**src/rtl/vedic_column_mult.sv**
```systemverilog
// Sequential WxW unsigned multiplier, Urdhva-Tiryagbhyam style: one anti-diagonal
// column of AND partial products is summed with the running carry per clock.
module vedic_column_mult #(
    parameter int W = 8
) (
    input  logic             clk,
    input  logic             rst_n,
    input  logic             in_valid,
    output logic             in_ready,
    input  logic [W-1:0]     a,
    input  logic [W-1:0]     b,
    output logic             out_valid,
    input  logic             out_ready,
    output logic [2*W-1:0]   product,
    output logic             busy
);

    localparam int SW = $clog2(2*W+1);
    localparam int CW = $clog2(W+1);
    localparam int KW = $clog2(2*W);

    typedef enum logic [1:0] {
        S_IDLE   = 2'd0,
        S_COLUMN = 2'd1,
        S_DONE   = 2'd2
    } state_t;

    state_t           state_q;
    logic [KW-1:0]    col_q;
    logic [CW-1:0]    carry_q;
    logic [W-1:0]     a_q;
    logic [W-1:0]     b_q;
    logic [2*W-1:0]   product_q;
    logic             out_valid_q;
    logic             busy_q;

    logic [SW-1:0]    col_sum_d;
    logic [CW-1:0]    carry_d;
    logic             last_col_s;

    // Column sum: carry plus every a[i]&b[j] on the anti-diagonal i+j == col.
    always_comb begin
        col_sum_d = SW'(carry_q);
        for (int i = 0; i < W; i++) begin
            for (int j = 0; j < W; j++) begin
                if (KW'(i + j) == col_q) begin
                    col_sum_d = col_sum_d + SW'(a_q[i] & b_q[j]);
                end else begin
                    col_sum_d = col_sum_d;
                end
            end
        end
        carry_d    = CW'(col_sum_d >> 1);
        last_col_s = (col_q == KW'(2*W-2));
    end

    // Control FSM with registered datapath and outputs.
    always_ff @(posedge clk) begin
        if (!rst_n) begin
            state_q     <= S_IDLE;
            col_q       <= '0;
            carry_q     <= '0;
            a_q         <= '0;
            b_q         <= '0;
            product_q   <= '0;
            out_valid_q <= 1'b0;
            busy_q      <= 1'b0;
        end else begin
            case (state_q)
                S_IDLE: begin
                    if (in_valid) begin
                        a_q       <= a;
                        b_q       <= b;
                        carry_q   <= '0;
                        product_q <= '0;
                        col_q     <= '0;
                        busy_q    <= 1'b1;
                        state_q   <= S_COLUMN;
                    end else begin
                        state_q   <= S_IDLE;
                    end
                end
                S_COLUMN: begin
                    product_q[col_q] <= col_sum_d[0];
                    carry_q          <= carry_d;
                    col_q            <= col_q + KW'(1);
                    // The final column also retires the top bit from the leftover carry.
                    if (last_col_s) begin
                        product_q[2*W-1] <= carry_d[0];
                        busy_q           <= 1'b0;
                        out_valid_q      <= 1'b1;
                        state_q          <= S_DONE;
                    end else begin
                        state_q          <= S_COLUMN;
                    end
                end
                S_DONE: begin
                    if (out_ready) begin
                        out_valid_q <= 1'b0;
                        state_q     <= S_IDLE;
                    end else begin
                        state_q     <= S_DONE;
                    end
                end
                default: begin
                    out_valid_q <= 1'b0;
                    busy_q      <= 1'b0;
                    state_q     <= S_IDLE;
                end
            endcase
        end
    end

    assign in_ready  = rst_n && (state_q == S_IDLE);
    assign out_valid = out_valid_q;
    assign product   = product_q;
    assign busy      = busy_q;

endmodule

```
**config.mk**
```make
export PLATFORM = sky130hd
export DESIGN_NAME = vedic_column_mult
export DESIGN_NICKNAME = d
export VERILOG_FILES = /design/src/rtl/vedic_column_mult.sv
export SDC_FILE = /design/constraint.sdc
export NUM_CORES = 1
export LEC_CHECK = 0
export CORE_MARGIN = 3
export CORE_UTILIZATION = 50
export DETAILED_ROUTE_END_ITERATION = 6
export PLACE_DENSITY = 0.67
export SLEW_MARGIN = 20
export SYNTH_ARGS = -nofsm -noshare
export SYNTH_HDL_FRONTEND = slang
export SYNTH_SLANG_ARGS = --single-unit
```
**constraint.sdc**
```tcl
create_clock -name clk -period 38.4 [get_ports clk]
set_clock_uncertainty 0.05 [all_clocks]
set_input_delay 3.84 -clock clk [delete_from_list [all_inputs] [get_ports clk]]
set_output_delay 3.84 -clock clk [all_outputs]
set_load 0.05 [all_outputs]
```
======== Yosys cells after proc, flatten, opt, wreduce, memory -nomap -nowiden ========
Cells that the tools add are included.
operators by class
  add/sub/neg operators ................... 65
  order comparisons ....................... 2
  eq/ne operators ......................... 20
  muxes and demuxes ....................... 83
  bitwise operators ....................... 66
  reduce and logical (&&, ||, !) cells .... 9
operators with widths
  kind                   count
  $mux W5                64
  $add A5 B1 Y5          63
  $and A1 B1 Y1          64
  $pmux W16 S2           1
  $eq A4 B4 Y1 const A   7
  $bwmux W16             1
  $eq A3 B4 Y1 const A   4
  $mux W16               1
  $pmux W4 S2            2
  $eq A2 B4 Y1 const A   2
  $mux W1                7
  $ne A2 B2 Y1 const B   3
  $pmux W1 S3            2
  $pmux W2 S3            1
  $reduce_and A3 Y1      2
  $add A4 B1 Y5          1
  $lt A4 B5 Y1 const B   1
  $add A4 B1 Y4 const B  1
  $demux W1 S4           1
  $eq A1 B4 Y1 const A   1
  $eq A4 B4 Y1 const B   1
  $ge A4 B1 Y1 const B   1
  $logic_not A4 Y1       1
  $mux W2                2
  other kinds (8)        11
storage, ports and cells
  bits in registers ....................... 44
  input bits .............................. 20
  output and inout bits ................... 19
  logic and storage cells ................. 253

======== Longest topological paths before layout ========
  depth in word-level cells ............... 132
  mapped depth ............................ 199
  gate-level depth less buffers ........... 197

======== Worst setup path after synthesis ========
OpenSTA, ideal clock, no wires.
  path kind ............................... reg-to-reg
  start point ............................. reg col_q[0]
  end point ............................... reg carry_q[3]
  library setup time ...................... 0.122 ns
  data arrival time ....................... 34.856 ns
  required time ........................... 38.228 ns
  slack ................................... 3.372 ns
  stages on the path, launching flop included .. 199
  buffers on the path ..................... 2
  period minus slack after synthesis ...... 35.028 ns
  cells stage by stage .................... dfxtp_1 inv_1 ha_1 buf_2 clkbuf_1 or3b_2 mux2_2 ha_1 nor2_1 nor3_1 ha_1 nand2_1 o41ai_1 ha_1 mux2_2 ha_1 nand2_1 nand2_1 (+163 left out) ha_1 nor3_1 o21ai_0 ha_1 mux2_2 ha_1 mux2_2 ha_1 nor2_1 nor2_1 ha_1 ha_1 nand2_1 xor2_1 xnor2_1 and3_1 a211oi_1 a311o_1
between the ends
  cells in the longest elaborated chain, start to end .. 129
  elaborated cells between the ends (all ways) .. 143
  those cells by class .................... add/sub (63); eq/ne (14); mux (65); reduce/logical (1)
RTL lines
  what                      line  RTL
  start: declaration        29    logic [KW-1:0] col_q;
  start signal: assignment  86    col_q <= col_q + KW'(1);
  $logic_not A4 Y1          46    if (KW'(i + j) == col_q) begin
  $mux W5                   46
  $add A5 B1 Y5             47    col_sum_d = col_sum_d + SW'(a_q[i] & b_q[j]);
  $mux W5                   46
  $add A5 B1 Y5             47
  $mux W5                   46
  $add A5 B1 Y5             47
  $mux W5                   46
  (+113 left out)           -
  $mux W5                   46
  $add A5 B1 Y5             47
  $mux W5                   46
  $add A5 B1 Y5             47
  $mux W5                   46
  $add A5 B1 Y5             47
  $mux W5 *                 46
  $pmux W4 S2 *             69    case (state_q)
  end signal: assignment    85    carry_q <= carry_d;
  end: declaration          30    logic [CW-1:0] carry_q;
Every way passes the cells marked *; elsewhere a longest branch is shown, timed or not.
A chain may end at the register's enable or synchronous reset.

======== Final worst setup path ========
  start point ............................. reg col_q[1]
  end point ............................... reg carry_q[3]
The elaborated chain is that of the path after synthesis.

==> impl_metrics.env <==
export IMPL_synthCells=1460
export IMPL_synth_most_common_cell="nand2_1"
export IMPL_synth_compound_area_frac=0.206
export IMPL_grt_pass1_vias=9612
export IMPL_cts_sinks=44
export IMPL_dr_first_iter_drc_count=680
export IMPL_design_die_area_mm2=0.0227
export IMPL_setup_viol=0
export IMPL_worst_slack_ns=1.76
export IMPL_ys_warn_count=0
export IMPL_synthMuxAreaShare=0.0308
export IMPL_drc=0
export IMPL_cts_htree_levels=2
export IMPL_ys_seq_area_frac=0.0841
export IMPL_start_util=0.513
export IMPL_ant_nets=0
export IMPL_synth_commonest_cells="231 x nand2_1, 135 x nor2_1, 132 x ha_1"
export IMPL_holdPathEnd="carry_q[2]"
export IMPL_clkLatencyLatePin_ns=0.28
export IMPL_cts_clk_slew_worst_paths_ns=0.06
export IMPL_setup_tns_ns=0
export IMPL_cpMostUsedCell="ha_1"
export IMPL_grt_usage=0.266
export IMPL_relSlewSlack=0.293
export IMPL_ys_flop_type="dfxtp_1"
export IMPL_first_pass_iters=5
export IMPL_post_place_ws_ns=-0.353
export IMPL_critPathMaxFanout=5
export IMPL_avgSynthCellArea_um2=7.17
export IMPL_synth_area_leaders="ha_1 16%, dfxtp_1 8.4%, nand2_1 8.3%, xnor2_1 6.4%, and2_1 5.0%"
export IMPL_r2r_start="col_q[1]"
export IMPL_synthSimpleGateAreaFrac=0.318
export IMPL_r2r_end="carry_q[3]"
export IMPL_criticalPathCategory="flip-flop to flip-flop"
export IMPL_synth_edf_count=0
export IMPL_finalCriticalPeriod_ns=36.64
export IMPL_port_buffer_count=38
export IMPL_core_area_mm2=0.0204
export IMPL_grt_pass1_wl_mm=49.2
export IMPL_dp_hpwl_mm=22.6
export IMPL_fmax_ghz=0.0273
export IMPL_cp_arrival_ns=36.77
export IMPL_slowest_delay_ns=0.40
export IMPL_dieHeight_um=151
export IMPL_place_congestion=0.936
export IMPL_drive_gt1_frac=0.112
export IMPL_cap_violations=0
export IMPL_worst_pin_slew_ns=1.05
export IMPL_hold_path_depth=2
export IMPL_p_leak_uw=0.00507
export IMPL_reg2reg_depth=196
export IMPL_cp_data_required_time_ns=38.52
export IMPL_antenna_found_initial=2
export IMPL_final_nets=1616
export IMPL_rows=52
export IMPL_drv_slew=0
export IMPL_area_growth_pct=10.6
export IMPL_crit_path_start_kind="flip-flop"
export IMPL_fin_crit_sh=0.954
export IMPL_cts_tree="yes"
export IMPL_synthesis_nets=1612
export IMPL_hold_viol=0
export IMPL_wl_per_cell_um=18.0
export IMPL_reg2reg_slack_ns=1.76
export IMPL_ir_drop_mv=0.0238
export IMPL_synthAdderAreaFrac=0.166
export IMPL_synth_top_family_by_area="simple AND/OR/NAND/NOR gates"
export IMPL_cts_max_path_buffers=2
export IMPL_yosys_area_top_type="ha_1"
export IMPL_ys_async_sr_fraction=0
export IMPL_min_from="carry_q[2]"
export IMPL_antenna_cells=0
export IMPL_syn_cell_area_mm2=0.0105
export IMPL_status="complete, no violations"
export IMPL_ctsRootBufferMaster="clkbuf_16"
export IMPL_finalWirelength_mm=31.2
export IMPL_hp_class="flip-flop to flip-flop"
export IMPL_p_per_area_mw_per_mm2=13.4
export IMPL_ys_types=101
export IMPL_drt_vias_per_instance=6.04
export IMPL_ys_seq_elements=44
export IMPL_hold_buffers=0
export IMPL_die_w_um=151
export IMPL_overflow=0
export IMPL_num_vias=10500
export IMPL_pin_count=39
export IMPL_yosys_area_share_xor_xnor=0.159
export IMPL_yosysTopAreaCellShare=0.158
export IMPL_slowest_stage="or3b_4"
export IMPL_grt_max_degree=35
export IMPL_cts_buffers=5
export IMPL_end_kind="flip-flop"
[cell usage in the layout, fill, tap and decap left out, types with 10 or more instances in the layout]
cell type and count:
nand3b_1 11, clkdlybuf4s50_1 38, inv_1 14, a31oi_1 14
xor2_1 47, and3_1 30, nand4_1 15, buf_4 36
nor3_1 23, nand2_1 227, mux2i_1 14, nor2_2 13
ha_1 130, o21ai_0 67, and2_1 84, nor2_1 118
o21ai_2 10, o22ai_1 16, nand3_1 61, a21oi_1 72
mux2_2 14, xnor2_1 76, dfxtp_1 43, a21o_1 11
[logic make-up after synthesis]
logic type,after synthesis
xor gates and xnor gates,151
AOI/OAI and AO/OA,328
and+or+nand+nor,674
muxes,30
buffers and inverters,92
adders and majority gates,141
DFF,44
[critical path, delay by kind of cell, from the launching register on]
family                   cells  cell delay (ns)
AO/OA/AOI/OAI               46             7.42
XOR/XNOR                     2             0.33
adder cells (fa/ha/maj)     64            18.53
buffers and inverters        5             0.42
flip-flops                   1             0.34
multiplexers                 4             1.19
AND/OR/NAND/NOR             75             8.14
[area by class of cell]
class	instances	area, um2
Timing Repair Buffer	74	651
Clock inverter	2	12.5
Clock buffer	5	125
Sequential cell	44	882
Multi-Input combinational cell	1324	9520
Inverter	15	56.3
Fill cell	1985	8840
Tap cell	270	338
[metal layers]
metal  track usage  vias up  share of wire
li1              -     5203              -
met1         0.369     4906           0.46
met5             0        -              0
met2         0.443      318           0.45
met4        0.0530        0          0.019
met3        0.0343       47          0.062
[where the power goes]
group          switching [uW]  total [uW]  internal, uW
logic                    38.7        65.5          26.8
clock network            17.1        40.7          23.6
registers                2.62        49.6          47.0
[worst max path at each step]
stage / from / endpoint / slack [ns] / depth (start not counted)
after floorplan: col_q[0] / carry_q[3] / 3.37 / 198
final: col_q[1] / carry_q[3] / 1.76 / 196
after global routing: col_q[1] / carry_q[3] / -0.33 / 196
after CTS: col_q[0] / carry_q[3] / 0.03 / 196
after detailed placement: col_q[0] / carry_q[3] / -0.35 / 196
after global placement: col_q[0] / carry_q[3] / 0.60 / 195
[through the flow]
stage | util | total power (uW) | hold WS, ns | area [um2] | instances
after floorplan | - | 87.2 | 0.394 | 10500 | 1460
after global placement | 0.541 | 101 | 0.405 | 11000 | 1714
after detailed placement | 0.541 | 102 | 0.410 | 11000 | 1714
after CTS | 0.548 | 144 | 0.419 | 11200 | 1721
after global routing | 0.567 | 166 | 0.460 | 11600 | 1734
final | 0.567 | 156 | 0.422 | 11600 | 1734
[sequential cells by signal (all words and copies together) (netlist names)]
register	cells
out_valid	1
a_q	8
col_q	4
busy	1
state_q	2
b_q	8
product	16
carry_q	4
[repair_timing]
action,CTS,global route
resized for setup,4,77
pin swaps,0,23
setup endpoints to repair,5,20
buffers inserted,0,13
Power figures use the tool's default switching activity.
